--- config.mk ---
export PLATFORM = sky130hd
export DESIGN_NAME = trap_sequencer
export DESIGN_NICKNAME = d
export VERILOG_FILES = /design/src/rtl/trap_sequencer_pkg.sv /design/src/rtl/trap_sequencer_priority_encoder.sv /design/src/rtl/trap_sequencer.sv
export SDC_FILE = /design/constraint.sdc
export NUM_CORES = 1
export LEC_CHECK = 0
export ABC_AREA = 0
export CAP_MARGIN = 20
export CORE_AREA = 2 2 131 133
export DETAILED_ROUTE_END_ITERATION = 10
export DIE_AREA = 0 0 133 135
export PLACE_DENSITY = 0.78
export SYNTH_ARGS = -nofsm -noshare
export SYNTH_HDL_FRONTEND = slang
export SYNTH_SLANG_ARGS = --single-unit
--- constraint.sdc ---
create_clock -name core_clock -period 3.5 [get_ports core_clock]
set_input_delay 0.35 -clock core_clock [delete_from_list [all_inputs] [get_ports core_clock]]
set_output_delay 0.35 -clock core_clock [all_outputs]
set_load 0.02 [all_outputs]
--- src/rtl/trap_sequencer_pkg.sv ---
// rtl/trap_sequencer_pkg.sv - shared types and encodings for the user-mode trap sequencer
// Contents: FSM state encoding, utval source select, trap request struct,
// exception cause codes, ustatus UIE bit index and utvec mode encodings.
package trap_sequencer_pkg;

    typedef enum logic [2:0] {
        ST_IDLE,
        ST_TRAP_WR,
        ST_TRAP_JMP,
        ST_HANDLER,
        ST_RET_JMP
    } state_e;

    typedef enum logic [1:0] {
        UTVAL_ZERO,
        UTVAL_ADDR,
        UTVAL_WORD
    } utval_sel_e;

    localparam int CODE_W = 5;

    typedef struct packed {
        logic              valid;
        logic              is_interrupt;
        logic [CODE_W-1:0] code;
        utval_sel_e        utval_sel;
    } trap_req_t;

    localparam logic [CODE_W-1:0] EXC_INSTR_MISALIGNED = 5'd0;
    localparam logic [CODE_W-1:0] EXC_ILLEGAL          = 5'd2;
    localparam logic [CODE_W-1:0] EXC_EBREAK           = 5'd3;
    localparam logic [CODE_W-1:0] EXC_LOAD_MISALIGNED  = 5'd4;
    localparam logic [CODE_W-1:0] EXC_STORE_MISALIGNED = 5'd6;
    localparam logic [CODE_W-1:0] EXC_ECALL            = 5'd8;

    localparam int USTATUS_UIE_BIT = 0;

    localparam logic [1:0] MODE_DIRECT   = 2'b00;
    localparam logic [1:0] MODE_VECTORED = 2'b01;

endpackage

--- src/rtl/trap_sequencer_priority_encoder.sv ---
// rtl/trap_sequencer_priority_encoder.sv - combinational trap priority encoder
// Inputs: already-qualified exception flags and masked interrupt requests
// irq = {ext, timer, sw}. Output: trap request {valid, is_interrupt, code, utval_sel}.
// Any exception outranks any interrupt.
module trap_priority_encoder
    import trap_sequencer_pkg::*;
#(
    parameter int CAUSE_USI = 0,
    parameter int CAUSE_UTI = 4,
    parameter int CAUSE_UEI = 8
) (
    input  logic       exc_instr_misaligned,
    input  logic       exc_illegal,
    input  logic       exc_ebreak,
    input  logic       exc_ecall,
    input  logic       exc_load_misaligned,
    input  logic       exc_store_misaligned,
    input  logic [2:0] irq,
    output trap_req_t  req
);

    always_comb begin
        req = '{valid: 1'b0, is_interrupt: 1'b0, code: '0, utval_sel: UTVAL_ZERO};
        if (exc_instr_misaligned) begin
            req = '{valid: 1'b1, is_interrupt: 1'b0, code: EXC_INSTR_MISALIGNED, utval_sel: UTVAL_ADDR};
        end else if (exc_illegal) begin
            req = '{valid: 1'b1, is_interrupt: 1'b0, code: EXC_ILLEGAL, utval_sel: UTVAL_WORD};
        end else if (exc_ebreak) begin
            req = '{valid: 1'b1, is_interrupt: 1'b0, code: EXC_EBREAK, utval_sel: UTVAL_ZERO};
        end else if (exc_ecall) begin
            req = '{valid: 1'b1, is_interrupt: 1'b0, code: EXC_ECALL, utval_sel: UTVAL_ZERO};
        end else if (exc_load_misaligned) begin
            req = '{valid: 1'b1, is_interrupt: 1'b0, code: EXC_LOAD_MISALIGNED, utval_sel: UTVAL_ADDR};
        end else if (exc_store_misaligned) begin
            req = '{valid: 1'b1, is_interrupt: 1'b0, code: EXC_STORE_MISALIGNED, utval_sel: UTVAL_ADDR};
        end else if (irq[2]) begin
            req = '{valid: 1'b1, is_interrupt: 1'b1, code: CODE_W'(CAUSE_UEI), utval_sel: UTVAL_ZERO};
        end else if (irq[0]) begin
            req = '{valid: 1'b1, is_interrupt: 1'b1, code: CODE_W'(CAUSE_USI), utval_sel: UTVAL_ZERO};
        end else if (irq[1]) begin
            req = '{valid: 1'b1, is_interrupt: 1'b1, code: CODE_W'(CAUSE_UTI), utval_sel: UTVAL_ZERO};
        end
    end

endmodule

--- src/rtl/trap_sequencer.sv ---
// rtl/trap_sequencer.sv - user-mode trap sequencer in front of the CSR file
// Detects exceptions/interrupts, writes uepc/ucause/utval as one strobe,
// redirects fetch into utvec and back to uepc on uret, tracks handler occupancy.
// Ports: core_clock/reset (async active-low); retire info (instr_*, mem_addr,
// exc_*, is_uret); irq_* with uie_mask {ext,timer,sw}; ustatus_in/utvec_in/uepc_in
// from the CSR file; csr_trap_write + trap_uepc/ucause/utval; flush;
// pc_redirect + pc_target; in_handler.
// Optional: TRAP_VECTORED_EN enables vectored interrupt targets (utvec mode 01).
module trap_sequencer
    import trap_sequencer_pkg::*;
#(
    parameter int XLEN      = 32,
    parameter int CAUSE_USI = 0,
    parameter int CAUSE_UTI = 4,
    parameter int CAUSE_UEI = 8
) (
    input  logic            core_clock,
    input  logic            reset,
    input  logic            instr_valid,
    input  logic [XLEN-1:0] instr_pc,
    input  logic [31:0]     instr_word,
    input  logic [XLEN-1:0] mem_addr,
    input  logic            exc_instr_misaligned,
    input  logic            exc_illegal,
    input  logic            exc_ebreak,
    input  logic            exc_ecall,
    input  logic            exc_load_misaligned,
    input  logic            exc_store_misaligned,
    input  logic            is_uret,
    input  logic            irq_software,
    input  logic            irq_timer,
    input  logic            irq_external,
    input  logic [2:0]      uie_mask,
    input  logic [XLEN-1:0] ustatus_in,
    input  logic [XLEN-1:0] utvec_in,
    input  logic [XLEN-1:0] uepc_in,
    output logic            csr_trap_write,
    output logic [XLEN-1:0] trap_uepc,
    output logic [XLEN-1:0] trap_ucause,
    output logic [XLEN-1:0] trap_utval,
    output logic            flush,
    output logic            pc_redirect,
    output logic [XLEN-1:0] pc_target,
    output logic            in_handler
);

    state_e          state_q, state_d;
    logic [XLEN-1:0] uepc_q, uepc_d;
    logic [XLEN-1:0] ucause_q, ucause_d;
    logic [XLEN-1:0] utval_q, utval_d;
    logic [XLEN-1:0] target_q, target_d;
    logic            in_handler_q, in_handler_d;

    logic            in_idle, trap_window, exc_en, irq_en;
    logic [2:0]      irq_masked;
    trap_req_t       req;
    logic [XLEN-1:0] new_uepc, new_ucause, new_utval;
    logic [XLEN-1:0] tvec_base, jump_target;
    logic            unused_inputs;

    assign in_idle     = (state_q == ST_IDLE);
    assign trap_window = in_idle || (state_q == ST_HANDLER);
    assign exc_en      = instr_valid && trap_window;
    // Interrupts are only taken outside the handler; that is the masking.
    assign irq_en      = instr_valid && in_idle && ustatus_in[USTATUS_UIE_BIT];
    assign irq_masked  = {irq_external, irq_timer, irq_software} & uie_mask & {3{irq_en}};

    // uret outside a handler has nothing to return to, so it is illegal.
    trap_priority_encoder #(
        .CAUSE_USI(CAUSE_USI),
        .CAUSE_UTI(CAUSE_UTI),
        .CAUSE_UEI(CAUSE_UEI)
    ) u_prio (
        .exc_instr_misaligned(exc_en && exc_instr_misaligned),
        .exc_illegal         (exc_en && (exc_illegal || (in_idle && is_uret))),
        .exc_ebreak          (exc_en && exc_ebreak),
        .exc_ecall           (exc_en && exc_ecall),
        .exc_load_misaligned (exc_en && exc_load_misaligned),
        .exc_store_misaligned(exc_en && exc_store_misaligned),
        .irq                 (irq_masked),
        .req                 (req)
    );

    always_comb begin
        // An interrupted instruction retires, so return lands after it.
        new_uepc = req.is_interrupt ? instr_pc + XLEN'(4) : instr_pc;
        new_ucause = '0;
        new_ucause[XLEN-1] = req.is_interrupt;
        new_ucause[CODE_W-1:0] = req.code;
        case (req.utval_sel)
            UTVAL_ADDR: new_utval = mem_addr;
            UTVAL_WORD: new_utval = XLEN'(instr_word);
            default:    new_utval = '0;
        endcase
    end

    assign tvec_base = {utvec_in[XLEN-1:2], 2'b00};
`ifdef TRAP_VECTORED_EN
    assign jump_target = (ucause_q[XLEN-1] && (utvec_in[1:0] == MODE_VECTORED))
                       ? tvec_base + (XLEN'(ucause_q[CODE_W-1:0]) << 2)
                       : tvec_base;
`else
    assign jump_target = tvec_base;
`endif
    assign unused_inputs = ^{ustatus_in[XLEN-1:1], utvec_in[1:0]};

    always_comb begin
        state_d        = state_q;
        uepc_d         = uepc_q;
        ucause_d       = ucause_q;
        utval_d        = utval_q;
        target_d       = target_q;
        in_handler_d   = in_handler_q;
        csr_trap_write = 1'b0;
        flush          = 1'b0;
        pc_redirect    = 1'b0;
        pc_target      = target_q;
        case (state_q)
            ST_IDLE, ST_HANDLER: begin
                if (req.valid) begin
                    state_d  = ST_TRAP_WR;
                    uepc_d   = new_uepc;
                    ucause_d = new_ucause;
                    utval_d  = new_utval;
                end else if ((state_q == ST_HANDLER) && instr_valid && is_uret) begin
                    state_d      = ST_RET_JMP;
                    in_handler_d = 1'b0;
                end
            end
            ST_TRAP_WR: begin
                csr_trap_write = 1'b1;
                flush          = 1'b1;
                state_d        = ST_TRAP_JMP;
            end
            ST_TRAP_JMP: begin
                // utvec is read here, a cycle after the CSR write strobe.
                pc_redirect  = 1'b1;
                pc_target    = jump_target;
                target_d     = jump_target;
                in_handler_d = 1'b1;
                state_d      = ST_HANDLER;
            end
            ST_RET_JMP: begin
                pc_redirect = 1'b1;
                flush       = 1'b1;
                pc_target   = uepc_in;
                target_d    = uepc_in;
                state_d     = ST_IDLE;
            end
            default: state_d = ST_IDLE;
        endcase
    end

    always_ff @(posedge core_clock or negedge reset) begin
        if (!reset) begin
            state_q      <= ST_IDLE;
            uepc_q       <= '0;
            ucause_q     <= '0;
            utval_q      <= '0;
            target_q     <= '0;
            in_handler_q <= 1'b0;
        end else begin
            state_q      <= state_d;
            uepc_q       <= uepc_d;
            ucause_q     <= ucause_d;
            utval_q      <= utval_d;
            target_q     <= target_d;
            in_handler_q <= in_handler_d;
        end
    end

    assign trap_uepc   = uepc_q;
    assign trap_ucause = ucause_q;
    assign trap_utval  = utval_q;
    assign in_handler  = in_handler_q;

endmodule

# After elaboration in Yosys (flattened, before gate mapping)
# Cells that the tools add are included.
word_totals:
  input_bits: 208
  register_bits: 106
  word_cells: 60
classes:
  muxes: 21
  bitwise: 2
  n_addsub: 1
  reduce_logical: 21
  n_eq_ne: 9
ops:
  columns: ["cell", "n"]
  rows:
  - ["32-bit one-hot mux with 2 select lines", 2]
  - ["9-bit two-way mux", 9]
  - ["32-bit by 3-bit adder with 32-bit output (second input constant)", 1]
  - ["32-bit two-way mux", 1]
  - ["1-bit logical AND", 12]
  - ["3-bit one-hot mux with 3 select lines", 1]
  - ["3-bit bitwise AND", 2]
  - ["3-bit by 2-bit == test with 1-bit output (second input constant)", 2]
  - ["3-bit two-way mux", 2]
  - ["2-bit OR reduction", 3]
  - ["1-bit two-way mux", 5]
  - ["2-bit inequality test (second input constant)", 2]
  - ["3-bit by 1-bit == test with 1-bit output (second input constant)", 1]
  - ["3-bit == test (second input constant)", 1]
  - ["3-bit logical NOT", 1]
  - ["3-bit inequality test (second input constant)", 1]
  - ["3-bit AND reduction", 1]
  - ["2-bit by 1-bit == test with 1-bit output (second input constant)", 1]
  - ["2-bit == test (second input constant)", 1]
  - ["1-bit logical OR", 2]
  - ["1-bit one-hot mux with 2 select lines", 1]
  - ["2-bit AND reduction", 1]
  - ["2-bit nonzero test", 1]

# Longest topological paths before layout
logic_depth:
  word_depth: 15
  ltp_mapped: 10
  depth_no_buf: 8

# Modules after synthesis
# Synthesis repeated with hierarchy kept, for this count alone.
unflattened:
  hier_cells: 605
  area_unflattened_um2: 5469.0
by_module_without_submodules:
  columns: ["module", "area_each_um2", "n_inst", "cells_per_inst", "seq_area_each_um2"]
  rows:
  - ["trap_sequencer", 5342.6, 1, 587, 2652.5]
  - ["trap_priority_encoder", 126.4, 1, 18, 0.0]

# Worst setup path before layout
# Ideal clock, no wire load.
synth_timing:
  path_kind: "register to register"
  from: "register state_q[1]"
  to: "register uepc_q[21] (netlist: trap_uepc[21])"
  n_path_buf: 3
  setup_time_ns: 0.082
  path_stages_with_launch: 9
  path_slack_ns: 0.823
  arrival_time_ns: 2.595
  cell_sequence: "dfrtp_1 buf_6 or4b_4 or3_1 buf_6 or3_1 buf_2 or4_1 a31oi_1"
synth_between:
  elab_chain_cells: 14
synth_lines:
  columns: ["item", "line_no", "rtl"]
  rows:
  - ["start, declared", "trap_sequencer.sv:47", "state_e state_q, state_d;"]
  - ["start signal, assigned", "trap_sequencer.sv:163", "state_q <= state_d;"]
  - ["3-bit logical NOT", "trap_sequencer.sv:61, trap_sequencer.sv:118", null]
  - ["1-bit logical AND (2 in series)", "trap_sequencer.sv:65", "assign irq_en = instr_valid && in_idle && ustatus_in[USTATUS_UIE_BIT];"]
  - ["3-bit bitwise AND", "trap_sequencer.sv:66", "assign irq_masked = {irq_external, irq_timer, irq_software} & uie_mask & {3{irq_en}};"]
  - ["9-bit two-way mux", "trap_sequencer_priority_encoder.sv:40", "end else if (irq[1]) begin"]
  - ["9-bit two-way mux", "trap_sequencer_priority_encoder.sv:38", "end else if (irq[0]) begin"]
  - ["9-bit two-way mux", "trap_sequencer_priority_encoder.sv:36", "end else if (irq[2]) begin"]
  - ["9-bit two-way mux", "trap_sequencer_priority_encoder.sv:34", "end else if (exc_store_misaligned) begin"]
  - ["9-bit two-way mux", "trap_sequencer_priority_encoder.sv:32", "end else if (exc_load_misaligned) begin"]
  - ["9-bit two-way mux", "trap_sequencer_priority_encoder.sv:30", "end else if (exc_ecall) begin"]
  - ["9-bit two-way mux", "trap_sequencer_priority_encoder.sv:28", "end else if (exc_ebreak) begin"]
  - ["9-bit two-way mux", "trap_sequencer_priority_encoder.sv:26", "end else if (exc_illegal) begin"]
  - ["9-bit two-way mux", "trap_sequencer_priority_encoder.sv:24", "if (exc_instr_misaligned) begin"]
  - ["32-bit two-way mux or 2-bit AND reduction (tied branches)", null, null]
  - ["end signal, assigned", "trap_sequencer.sv:164", "uepc_q <= uepc_d;"]
  - ["end, declared", "trap_sequencer.sv:48", "logic [XLEN-1:0] uepc_q, uepc_d;"]
# Parallel ways exist; a longest one is shown, timed or not.
# A chain may end at the register's enable or synchronous reset.

# Worst setup path in the final report
layout_timing:
  from: "register state_q[0]"
  to: "output port pc_target[1]"
layout_between:
  elab_chain_cells: 2
layout_lines:
  columns: ["item", "line_no", "rtl"]
  rows:
  - ["3-bit == test or 3-bit by 2-bit == test with 1-bit output (tied branches)", "trap_sequencer.sv:118", "case (state_q)"]
  - ["32-bit one-hot mux with 2 select lines *", null, null]
  - ["end, declared", "trap_sequencer.sv:43", "output logic [XLEN-1:0] pc_target,"]
# Every way passes the cells marked *; elsewhere a longest branch is shown, timed or not.

==> flow_summary.ini <==
[detailed_routing]
drt-total-wl_mm = 17.7
firstDrtPassIters = 5
dr_total_vias = 5597
drc_errors = 0
ant_nets = 0
vias_per_cell = 5.11
wl_per_cell_um = 16.2
first_iter_violations = 331

[yosys]
synth.distinct_cells = 54
synth.most_common_cell = nand2_1
yosysWarnings = 0
synth_area_leaders = dfrtp_1 48%, nand2_1 8.9%, a22oi_1 8.6%
synth_edf_count = 0
syn_avg_cell_area_um2 = 9.03
synth_commonest_cells = 131 x nand2_1, 105 x dfrtp_1, 63 x a22oi_1, 40 x clkbuf_1, 36 x o31ai_1
syn_area_um2 = 5530
synth_seq_cells = 105
async_reset_ff_share_pct = 100
synth_area_leader_cell = dfrtp_1
synthCells = 612
synth-main-ff-cell = dfrtp_1
synth_top_area_share_pct = 47.5
seq_area_frac_synth_pct = 47.5

[finish]
utilization_pct = 53.6
fillers = 1481
fin_nets = 1083
drive_above_1_share_pct = 5.02
diodes = 0
area_growth_pct = 59.1

[floorplanning]
fp-row-count = 47
ios = 340
dieArea_um2 = 18000
core_um2 = 16400
die_w_um = 133
fp.dieH_um = 135
start_util_pct = 33.7

[sta]
finalCritPeriodShare_pct = 88.5
fmax_ghz = 0.323
setup_violations = 0
tightest_slew_ps = 1030
hold_viol_final = 0
rsz0062_at_grt = no
fin_crit_ps = 3100
drv_slew = 0
max-slew-margin-rel_pct = 31.5
setup_tns_ps = 0
clock_skew_ps = 9.36

[worst_setup_path]
startpoint_type = register
rr_startpoint = state_q[0]
reg2reg_to = trap_uepc[21]
arrival_ps = 2750
cp-end-kind = primary output
worstSetupPathType = reg2out
cp_data_required_time_ps = 3150
rr_worst_depth = 5
critPathMaxFanout = 18
r2r_slack_ps = 560

[clock_tree]
cts.sink_count = 105
clkSlewWorstSetupHoldPaths_ps = 70
holdBufCountCts = 0
root_buffer = clkbuf_16
insertion_delay_ps = 340
cts_setup_buffers = 0
clockBufferDepth = 2
cts_tree = yes
cts_inserted_buffers = 9
cts-htree-levels = 3
ctsResizeCount = 0

[place]
dp_hpwl_mm = 13.4
port_buffers = 279
globalplace.congestion = 0.859

[power_and_ir_drop]
swShare_pct = 41.4
power_frac_comb_pct = 56.2
pwr-share-clk_pct = 15.3
power_leakage_nw = 3.56
p_per_area_nw_per_um2 = 765
irDropWorstVdd_mv = 0.516
p_seq_share_pct = 28.5
p_sw_mw = 2.78
p_int_mw = 3.94

[global_route]
antenna_found_initial = 0
grt_pass1_wl_mm = 27.9
grt_max_degree = 81
gr-usage-all-layers_pct = 19.4
grt.overflow.total = 0
grt_pass1_vias = 5362

[worst_hold_path]
hp-class = in2async

[status]
status = completed

[run]
drv_cap = 0
## final cells by class
type                            instances  area, µm²  area share [%]
Timing Repair Buffer                  296       2980            33.8
Sequential cell                       105       2630            29.9
Clock inverter                          2       37.5           0.427
Multi-Input combinational cell        451       2580            29.4
Clock buffer                           13        260            2.96
Inverter                                9       33.8           0.384
Tap cell                              220        275            3.13
## through the flow
step | area (µm²) | worst slack [ps] | hold slack [ps] | std cells | power, mW
finish | 8790 | 403 | 10.5 | 1096 | 6.72
global route | 8790 | 236 | 69.5 | 1096 | 7.16
CTS | 8770 | 390 | 37.9 | 1095 | 6.77
detailed placement | 8470 | 249 | 414 | 1080 | 5.71
global placement | 8470 | 331 | 408 | 1080 | 5.65
floorplan | 5620 | 823 | 54.4 | 638 | 3.94
## worst max path at each step
| stage | startpoint | endpoint | cells past startpoint |
|---|---|---|---|
| 6_report | state_q[0] | pc_target[1] | 6 |
| 5_1_grt | state_q[0] | pc_target[1] | 6 |
| 4_1_cts | state_q[0] | pc_target[1] | 6 |
| 3_5_place_dp | is_uret | trap_utval[19] | 7 |
| 3_3_place_gp | is_uret | trap_utval[15] | 7 |
| 2_1_floorplan | state_q[1] | trap_uepc[21] | 8 |
## worst max-delay path, stage by stage (launching register included)
cell	delay, ps
dfrtp_1	510
nor2_1	280
and2_1	540
nor2_2	70
buf_4	210
a22o_1	200
clkdlybuf4s50_1	580
## cells in the final DEF, fill, tap and decap left out, drive strengths merged, types with 3 or more instances in the layout
cell / count
clkdlybuf4s50: 278
nand2: 131
dfrtp: 105
a22oi: 63
o31ai: 36
nor2: 28
conb: 27
a21oi: 24
o21ai: 19
buf: 18
clkbuf: 13
nand3: 12
xnor2: 11
nand4: 10
inv: 9
a31oi: 9
or4: 7
nor4: 6
o22ai: 6
and2: 6
and3: 5
or3: 5
a2111oi: 5
and4: 4
nand2b: 3
a22o: 3
ha: 3
nor3: 3
## power groups by stage
stage | logic (mW) | registers [mW] | clock network [mW]
floorplan | 1.71 | 2.23 | 0
global placement | 3.73 | 1.92 | 0
detailed placement | 3.77 | 1.94 | 0
CTS | 3.79 | 1.92 | 1.06
global route | 4.08 | 1.97 | 1.11
finish | 3.78 | 1.92 | 1.03
## state kept, by name (all words and copies together), names as in the netlist
name         flops
target_q        32
trap_uepc       32
trap_utval      32
trap_ucause      5
state_q          3
in_handler       1
## cells by family after synthesis
logic type,after synthesis,synth area share [%]
and+or+nand+nor,230,19.3
AOI/OAI and AO/OA,177,22.3
DFF,105,47.5
buffers and inverters,82,7.86
xor gates and xnor gates,13,2.06
adders and majority gates,3,0.679
other,1,0.0679
muxes,1,0.181
## routing by layer
metal	track usage [%]	wire length (µm)	vias to the layer above
li1	-	-	2690
met1	25.2	7560	2677
met2	32.5	8630	216
met3	4.28	1310	14
met4	5.97	210	0
met5	0	0	-
(Power assumes the default switching activity.)
